<file path="config.mk">
export PLATFORM = sky130hd
export DESIGN_NAME = unsigned_mul_8x8_ha_reduce_flat
export DESIGN_NICKNAME = d
export VERILOG_FILES = /design/src/rtl/unsigned_mul_8x8_pkg.sv /design/src/rtl/unsigned_mul_8x8_ha_reduce_if.sv /design/src/rtl/unsigned_mul_8x8_pipe_stage.sv /design/src/rtl/unsigned_mul_8x8_ha_reduce.sv /design/src/flat_wrapper.sv
export SDC_FILE = /design/constraint.sdc
export NUM_CORES = 1
export LEC_CHECK = 0
export CAP_MARGIN = 5
export CORE_ASPECT_RATIO = 0.75
export CORE_MARGIN = 5
export CORE_UTILIZATION = 50
export DETAILED_ROUTE_END_ITERATION = 10
export GPL_TIMING_DRIVEN = 0
export MAX_ROUTING_LAYER = met4
export PLACE_DENSITY = 0.83
export SYNTH_ARGS = -nofsm -noshare
export SYNTH_HDL_FRONTEND = slang
export SYNTH_SLANG_ARGS = --single-unit
</file>
<file path="constraint.sdc">
create_clock -name clk -period 2.8 [get_ports clk]
set_clock_uncertainty 0.1 [all_clocks]
set_input_delay 0.56 -clock clk [delete_from_list [all_inputs] [get_ports clk]]
set_output_delay 0.56 -clock clk [all_outputs]
set_load 0.01 [all_outputs]
</file>
<file path="src/rtl/unsigned_mul_8x8_pkg.sv">
// Shared constants, row type and row weighting for the 8x8 approximate multiplier.
// Latency: none (types and pure functions only).
// Backpressure: not applicable.
package unsigned_mul_8x8_pkg;

  localparam int ROWS      = 4;
  localparam int T_W       = 9;
  localparam int B_W       = 7;
  localparam int ROW_SHIFT = 2;
  // t + (b << 2) peaks at 511 + 508 = 1019, so one extra bit over t suffices
  localparam int ROW_W     = T_W + 1;

  typedef struct packed {
    logic [T_W-1:0] t;
    logic [B_W-1:0] b;
  } row_t;

  // Unshifted row value: b bits sit ROW_SHIFT places above the matching t bits
  function automatic logic [ROW_W-1:0] row_value(input row_t r);
    return ROW_W'(r.t) + (ROW_W'(r.b) << ROW_SHIFT);
  endfunction

endpackage

</file>
<file path="src/rtl/unsigned_mul_8x8_ha_reduce_if.sv">
// Row-set input handshake and product output handshake of the reduction stage.
// Latency: none (wiring only).
// Backpressure: in_ready/out_ready carry valid/ready flow control in each direction.
interface unsigned_mul_8x8_ha_reduce_if #(
  parameter int OUT_W = 16
);
  logic             in_valid;
  logic             in_ready;
  logic [8:0]       ha_array_0_t;
  logic [8:0]       ha_array_1_t;
  logic [8:0]       ha_array_2_t;
  logic [8:0]       ha_array_3_t;
  logic [6:0]       ha_array_0_b;
  logic [6:0]       ha_array_1_b;
  logic [6:0]       ha_array_2_b;
  logic [6:0]       ha_array_3_b;
  logic             out_valid;
  logic             out_ready;
  logic [OUT_W-1:0] product;

  // Upstream/downstream environment side
  modport master (
    output in_valid, ha_array_0_t, ha_array_1_t, ha_array_2_t, ha_array_3_t,
           ha_array_0_b, ha_array_1_b, ha_array_2_b, ha_array_3_b, out_ready,
    input  in_ready, out_valid, product
  );

  // Reduction stage side
  modport slave (
    input  in_valid, ha_array_0_t, ha_array_1_t, ha_array_2_t, ha_array_3_t,
           ha_array_0_b, ha_array_1_b, ha_array_2_b, ha_array_3_b, out_ready,
    output in_ready, out_valid, product
  );
endinterface

</file>
<file path="src/rtl/unsigned_mul_8x8_pipe_stage.sv">
// Generic valid/ready register slice carrying DAT_W bits of payload.
// Latency: 1 cycle.
// Backpressure: in_rdy = !out_vld | out_rdy; a held slice keeps its payload unchanged.
module unsigned_mul_8x8_pipe_stage #(
  parameter int DAT_W = 8
) (
  input  logic             clk,
  input  logic             rst_n,
  input  logic             in_vld,
  output logic             in_rdy,
  input  logic [DAT_W-1:0] in_dat,
  output logic             out_vld,
  input  logic             out_rdy,
  output logic [DAT_W-1:0] out_dat
);

  // Slice may load whenever it is empty or its content leaves this cycle
  assign in_rdy = !out_vld || out_rdy;

  // Valid follows the input on every advance; an advance with no input empties the slice
  always_ff @(posedge clk or negedge rst_n) begin
    if (!rst_n) begin
      out_vld <= 1'b0;
    end else if (in_rdy) begin
      out_vld <= in_vld;
    end
  end

  // Payload only loads on an actual transfer, so bubbles leave the last data in place
  always_ff @(posedge clk or negedge rst_n) begin
    if (!rst_n) begin
      out_dat <= '0;
    end else if (in_rdy && in_vld) begin
      out_dat <= in_dat;
    end
  end

endmodule

</file>
<file path="src/rtl/unsigned_mul_8x8_ha_reduce.sv">
// Weights and sums the four half-adder rows into the 16-bit approximate product.
// Latency: 2 cycles (pair sums, then final sum); throughput 1 per cycle.
// Backpressure: out_ready stalls stage 2, then stage 1, then in_ready; at most 2 in flight.
module unsigned_mul_8x8_ha_reduce
  import unsigned_mul_8x8_pkg::*;
#(
  parameter int OUT_W  = 16,
  parameter int PAIR_W = 13   // must hold 1019 * 5 = 5095
) (
  input  logic                         clk,
  input  logic                         rst_n,
  unsigned_mul_8x8_ha_reduce_if.slave  bus
);

  row_t               rows [ROWS];
  logic [ROW_W-1:0]   rv   [ROWS];
  logic [PAIR_W-1:0]  pa_nxt;
  logic [PAIR_W-1:0]  pb_nxt;
  logic [2*PAIR_W-1:0] s1_dat;
  logic [PAIR_W-1:0]  s1_pa;
  logic [PAIR_W-1:0]  s1_pb;
  logic               s1_vld;
  logic               s2_rdy;
  logic [OUT_W-1:0]   sum_nxt;

  assign rows[0] = {bus.ha_array_0_t, bus.ha_array_0_b};
  assign rows[1] = {bus.ha_array_1_t, bus.ha_array_1_b};
  assign rows[2] = {bus.ha_array_2_t, bus.ha_array_2_b};
  assign rows[3] = {bus.ha_array_3_t, bus.ha_array_3_b};

  for (genvar i = 0; i < ROWS; i++) begin : g_row
    assign rv[i] = row_value(rows[i]);
  end

  // Adjacent rows differ by ROW_SHIFT in weight; pair B is rows 2/3 relative to row 2
  assign pa_nxt = PAIR_W'(rv[0]) + (PAIR_W'(rv[1]) << ROW_SHIFT);
  assign pb_nxt = PAIR_W'(rv[2]) + (PAIR_W'(rv[3]) << ROW_SHIFT);

  unsigned_mul_8x8_pipe_stage #(
    .DAT_W (2*PAIR_W)
  ) u_s1 (
    .clk     (clk),
    .rst_n   (rst_n),
    .in_vld  (bus.in_valid),
    .in_rdy  (bus.in_ready),
    .in_dat  ({pa_nxt, pb_nxt}),
    .out_vld (s1_vld),
    .out_rdy (s2_rdy),
    .out_dat (s1_dat)
  );

  assign s1_pa = s1_dat[2*PAIR_W-1:PAIR_W];
  assign s1_pb = s1_dat[PAIR_W-1:0];

  // Pair B sits two rows (2*ROW_SHIFT bits) above pair A; computing in OUT_W wraps modulo 2^OUT_W
  assign sum_nxt = OUT_W'(s1_pa) + (OUT_W'(s1_pb) << (2*ROW_SHIFT));

  unsigned_mul_8x8_pipe_stage #(
    .DAT_W (OUT_W)
  ) u_s2 (
    .clk     (clk),
    .rst_n   (rst_n),
    .in_vld  (s1_vld),
    .in_rdy  (s2_rdy),
    .in_dat  (sum_nxt),
    .out_vld (bus.out_valid),
    .out_rdy (bus.out_ready),
    .out_dat (bus.product)
  );

endmodule

</file>
<file path="src/flat_wrapper.sv">
// flat-port wrapper written by rule: the top's interface ports become plain ports
module unsigned_mul_8x8_ha_reduce_flat import unsigned_mul_8x8_pkg::*;
#(
  parameter int OUT_W  = 16,
  parameter int PAIR_W = 13                               
)
  (clk, rst_n, bus_in_valid, bus_ha_array_0_t, bus_ha_array_1_t, bus_ha_array_2_t, bus_ha_array_3_t, bus_ha_array_0_b, bus_ha_array_1_b, bus_ha_array_2_b, bus_ha_array_3_b, bus_out_ready, bus_in_ready, bus_out_valid, bus_product);
  unsigned_mul_8x8_ha_reduce_if #(.OUT_W(OUT_W)) bus_i ();
  input  logic clk;
  input  logic rst_n;
  input wire logic [$bits(bus_i.in_valid)-1:0] bus_in_valid;
  input wire logic [$bits(bus_i.ha_array_0_t)-1:0] bus_ha_array_0_t;
  input wire logic [$bits(bus_i.ha_array_1_t)-1:0] bus_ha_array_1_t;
  input wire logic [$bits(bus_i.ha_array_2_t)-1:0] bus_ha_array_2_t;
  input wire logic [$bits(bus_i.ha_array_3_t)-1:0] bus_ha_array_3_t;
  input wire logic [$bits(bus_i.ha_array_0_b)-1:0] bus_ha_array_0_b;
  input wire logic [$bits(bus_i.ha_array_1_b)-1:0] bus_ha_array_1_b;
  input wire logic [$bits(bus_i.ha_array_2_b)-1:0] bus_ha_array_2_b;
  input wire logic [$bits(bus_i.ha_array_3_b)-1:0] bus_ha_array_3_b;
  input wire logic [$bits(bus_i.out_ready)-1:0] bus_out_ready;
  output wire logic [$bits(bus_i.in_ready)-1:0] bus_in_ready;
  output wire logic [$bits(bus_i.out_valid)-1:0] bus_out_valid;
  output wire logic [$bits(bus_i.product)-1:0] bus_product;
  assign bus_i.in_valid = bus_in_valid;
  assign bus_i.ha_array_0_t = bus_ha_array_0_t;
  assign bus_i.ha_array_1_t = bus_ha_array_1_t;
  assign bus_i.ha_array_2_t = bus_ha_array_2_t;
  assign bus_i.ha_array_3_t = bus_ha_array_3_t;
  assign bus_i.ha_array_0_b = bus_ha_array_0_b;
  assign bus_i.ha_array_1_b = bus_ha_array_1_b;
  assign bus_i.ha_array_2_b = bus_ha_array_2_b;
  assign bus_i.ha_array_3_b = bus_ha_array_3_b;
  assign bus_i.out_ready = bus_out_ready;
  assign bus_in_ready = bus_i.in_ready;
  assign bus_out_valid = bus_i.out_valid;
  assign bus_product = bus_i.product;
  unsigned_mul_8x8_ha_reduce #(.OUT_W(OUT_W), .PAIR_W(PAIR_W)) u_core (.clk(clk), .rst_n(rst_n), .bus(bus_i));
endmodule
</file>
# Word level (Yosys, flattened, before mapping)
# Index checks and enable logic that the tools add are counted.
# W data, S select, Z words.
# word_totals
regBits	44
inputBits	68
output_inout_bits	18
word_cells	17
# op_classes
addsub	7
n_reduce_logical	6
# op_table
operator	count
$add A9 B9 Y10	4
$add A10 B12 Y13	2
$add A13 B16 Y16	1
$logic_and A1 B1 Y1	2
$logic_not A1 Y1	2
$logic_or A1 B1 Y1	2

# Depth between registers and ports, before layout
# logic_depth
depth_word	4
ltp_mapped	14
ltp_nobuf	14

# Cells and area by module
# Synthesis repeated with hierarchy kept, for this count alone.
# unflattened
cells_unflattened	325
hier_area_um2	3713.6
# by_module_without_submodules
mod	instances	cells_per_inst	area_per_inst_um2
unsigned_mul_8x8_ha_reduce	1	230	1920.6
unsigned_mul_8x8_pipe_stage at u_core.u_s1	1	58	1097.3
unsigned_mul_8x8_pipe_stage at u_core.u_s2	1	37	695.7

# Worst setup path after synthesis
# No wires, ideal clock.
# synth_path
kind	in2reg
from	in bus_ha_array_3_b[0]
to	reg u_core.u_s1.out_dat[10]
setup_ps	134
arrival_ps	3294
slack_ps	-729
path_stages	13
cell_sequence	ha_1 inv_1 fa_1 nor2b_1 o21ai_0 a21boi_0 fa_1 ha_1 or2_2 or3_1 a31oi_1 xnor2_1 o21ai_0
# synth_between
elab_chain_cells	2
# synth_rtl
element	line	rtl
start: declaration	flat_wrapper.sv:19	input wire logic [$bits(bus_i.ha_array_3_b)-1:0] bus_ha_array_3_b;
$add A9 B9 Y10	unsigned_mul_8x8_pkg.sv:20	return ROW_W'(r.t) + (ROW_W'(r.b) << ROW_SHIFT);
$add A10 B12 Y13	unsigned_mul_8x8_ha_reduce.sv:37	assign pb_nxt = PAIR_W'(rv[2]) + (PAIR_W'(rv[3]) << ROW_SHIFT);
end signal: assignment	unsigned_mul_8x8_pipe_stage.sv:34	out_dat <= in_dat;
end: declaration	unsigned_mul_8x8_pipe_stage.sv:14	output logic [DAT_W-1:0] out_dat
# Every way passes these cells.
# A chain may end at the register's enable or synchronous reset.

# Final worst setup path
# layout_path
from	in bus_ha_array_1_b[0]
to	reg u_core.u_s1.out_dat[23]
# layout_between
elab_chain_cells	2
# layout_rtl
element	line	rtl
start: declaration	flat_wrapper.sv:17	input wire logic [$bits(bus_i.ha_array_1_b)-1:0] bus_ha_array_1_b;
$add A9 B9 Y10	unsigned_mul_8x8_pkg.sv:20	
$add A10 B12 Y13	unsigned_mul_8x8_ha_reduce.sv:36	assign pa_nxt = PAIR_W'(rv[0]) + (PAIR_W'(rv[1]) << ROW_SHIFT);
# Every way passes these cells.

==> impl_metrics.json <==
{
  "postPlaceCellArea_mm2": 0.00460,
  "slew_headroom": 0.522,
  "synth_fp_nets": 505,
  "die_y_um": 82.6,
  "synth_warnings": 0,
  "layout_commonest_cell": "clkdlybuf4s50_1",
  "cts_tree": "yes",
  "rsz0062_at_grt": "true",
  "grt_pass1_wl_mm": 15.2,
  "cpMaxStageDelayCell": "or4_4",
  "async_reset_ff_frac": 1.00,
  "min_period_ps": 3210,
  "drive_gt1_frac": 0.244,
  "clock_latency_ps": 300,
  "layout_setup_ws_ps": -411,
  "nets": 619,
  "crit_path_cell_trace": "buf_8, ha_4, inv_2, fa_2, nand2b_4, nand2b_4, a21oi_4, xnor2_2, fa_1, ha_2, or4_4, a31oi_4, xnor2_2, o21ai_1",
  "layout_common_cells": "clkdlybuf4s50_1, nand2_1, dfrtp_1",
  "seq_area_frac_synth": 0.306,
  "post_drt_wl_per_cell_um": 16.2,
  "dp.cells": 551,
  "regArea_mm2": 0.00108,
  "ys_ff_latch": 43,
  "p_comb_frac": 0.614,
  "swShare": 0.396,
  "start_util": 0.515,
  "io_pins": 86,
  "io_buffers": 85,
  "placementRows": 26,
  "cp-end-kind": "flop",
  "worst_path_dominant_cell_family": "adder cells",
  "worst-slew-pin-transition_ps": 712,
  "synth-edff-count": 0,
  "timing.critical_path.required_ps": 2880,
  "gp_congestion": 0.793,
  "clk_pin_slew_ps": 90,
  "nFillCells": 448,
  "cp-start-kind": "input pin",
  "cts.sinks": 43,
  "p_per_area_mw_per_mm2": 729,
  "intPower_mw": 2.30,
  "cp_slowest_stage_delay_ps": 530,
  "crit_arrival_ps": 3290,
  "avgSynthCellArea_um2": 9.23,
  "clkPwrFrac": 0.126,
  "fin_crit_sh": 1.15,
  "grt_max_degree": 27,
  "synth_cell_types": 47,
  "first_pass_iters": 4,
  "synth_area_leaders": "dfrtp_1, ha_1, fa_1",
  "coreArea_mm2": 0.00683,
  "finalHoldViolations": 0,
  "finalNonFillerCells": 580,
  "cp_max_fo": 2,
  "cp_num_cells": 14,
  "final_cell_area_mm2": 0.00523,
  "finalSetupViolations": 11,
  "p_sw_mw": 1.51,
  "wirelength_mm": 9.42,
  "gr-total-overflow": 0,
  "cts.path.max_buffers": 2,
  "cts_max_level": 2,
  "max-cap-violations": 0,
  "die_area_mm2": 0.00883,
  "status": "complete, but fails checks",
  "drv_slew": 0,
  "power_mw": 3.81,
  "vdd_drop_max_uv": 293,
  "violations": "setup timing",
  "ant_nets": 0,
  "die_w_um": 107,
  "syn_area_mm2": 0.00352,
  "max_clock_freq_mhz": 311,
  "cts_buffers": 5,
  "synth_flop_cell": "dfrtp_1",
  "seq_power_share": 0.260,
  "r2r_cells": 6,
  "synthCells": 381,
  "antenna_found_initial": 0,
  "dp_slack_ps": -1220,
  "syn_to_final_growth_pct": 48.6,
  "drcViolationCount": 0,
  "yosys.area.top_type_share": 0.306,
  "synth_largest_area_cell": "dfrtp_1",
  "post-route-util": 0.765,
  "crit_buf_inv": 2,
  "multiInputGateArea_mm2": 0.00275,
  "drtIter0Drc": 169,
  "setup.worst_path.class": "in2reg",
  "clockRootBuffer": "clkbuf_8",
  "grt_pass1_vias": 3355,
  "num_vias": 3193,
  "vias_per_cell": 5.51,
  "min_path_type": "in2async",
  "leakagePower_nw": 2.29,
  "grt_util_all_layers": 0.220,
  "antennaDiodeCount": 0,
  "place_hpwl_mm": 6.75,
  "hold_buffers": 0
}
power by group through the flow:
stage / combinational [mW] / clock, mW / sequential (mW)
detailed placement: 1.87 / 0 / 1.00
CTS: 2.10 / 0.485 / 0.993
floorplan: 1.23 / 0 / 1.01
finish: 2.34 / 0.480 / 0.992
global placement: 1.79 / 0 / 0.990
global route: 2.57 / 0.516 / 1.02
cells by family after synthesis:
group	share of synthesized area
DFF	0.306
AOI/OAI and AO/OA	0.187
buffers and inverters	0.0448
and+or+nand+nor	0.147
muxes	0.0256
xor gates and xnor gates	0.0498
adders and majority gates	0.240
routing by layer:
metal / up-vias / share of wire / track usage
li1: 1548 / - / -
met1: 1533 / 0.43 / 0.271
met2: 99 / 0.50 / 0.374
met3: 13 / 0.055 / 0.0396
met4: 0 / 0.011 / 0.0702
met5: - / 0 / -
cells in the mapped netlist, drive strengths merged, types with 7 or more instances:
library cell / instances
nor2: 20
xnor2: 12
o21ai: 39
a21oi: 8
o21a: 10
o31ai: 8
nand2: 59
inv: 35
xor2: 8
a211oi: 7
dfrtp: 43
ha: 37
nand2b: 12
mux2: 8
fa: 19
final timing paths:
path	start	endpoint	slack (ps)
max	bus_ha_array_1_b[0]	u_core.u_s1.out_dat[23]$_DFFE_PN0P_	-410
min	rst_n	u_core.u_s1.out_dat[2]$_DFFE_PN0P_	80
max reg2reg	u_core.u_s1.out_dat[6]$_DFFE_PN0P_	u_core.u_s2.out_dat[13]$_DFFE_PN0P_	500
min reg2reg	u_core.u_s1.out_dat[14]$_DFFE_PN0P_	u_core.u_s2.out_dat[1]$_DFFE_PN0P_	370
max in group asynchronous	rst_n	u_core.u_s2.out_dat[10]$_DFFE_PN0P_	2050
min in group clk	u_core.u_s1.out_dat[14]$_DFFE_PN0P_	u_core.u_s2.out_dat[1]$_DFFE_PN0P_	370
worst register-to-register path, delay by kind of cell (launching register included):
| kind | cells | cell delay, ps |
|---|---|---|
| xor+xnor | 1 | 160 |
| compound gates | 4 | 1130 |
| fa+ha+maj | 1 | 360 |
| flops | 1 | 410 |
flip-flops by register name (all words and copies together), names as in the netlist:
| name | flops |
|---|---|
| u_core.u_s1.out_dat | 25 |
| u_core.u_s2.out_dat | 16 |
| u_core.u_s2.out_vld | 1 |
| u_core.u_s1.out_vld | 1 |
metrics by stage:
step	TNS [ps]	hold WS (ps)
2_1_floorplan	-2190	164
5_1_grt	-2990	113
3_5_place_dp	-11200	352
4_1_cts	-2260	87.1
6_report	-2050	81.7
3_3_place_gp	-10420	339
area by class of cell:
type                    count  area share
inverters                  35      0.0251
flip-flops and latches     43       0.206
clock buffers               5      0.0132
repair buffers            107       0.196
plain buffers               7     0.00503
clock inverters             3     0.00838
multi-input cells         296       0.527
well taps                  84      0.0201
what timing repair did:
item                                    in CTS  in global routing
pin swaps                                   42                 31
resized for setup                           87                 42
endpoints found under the setup margin      14                 12
hold endpoints to repair                     0                  0
buffers inserted                            18                  6
Power figures use the tool's default switching activity.
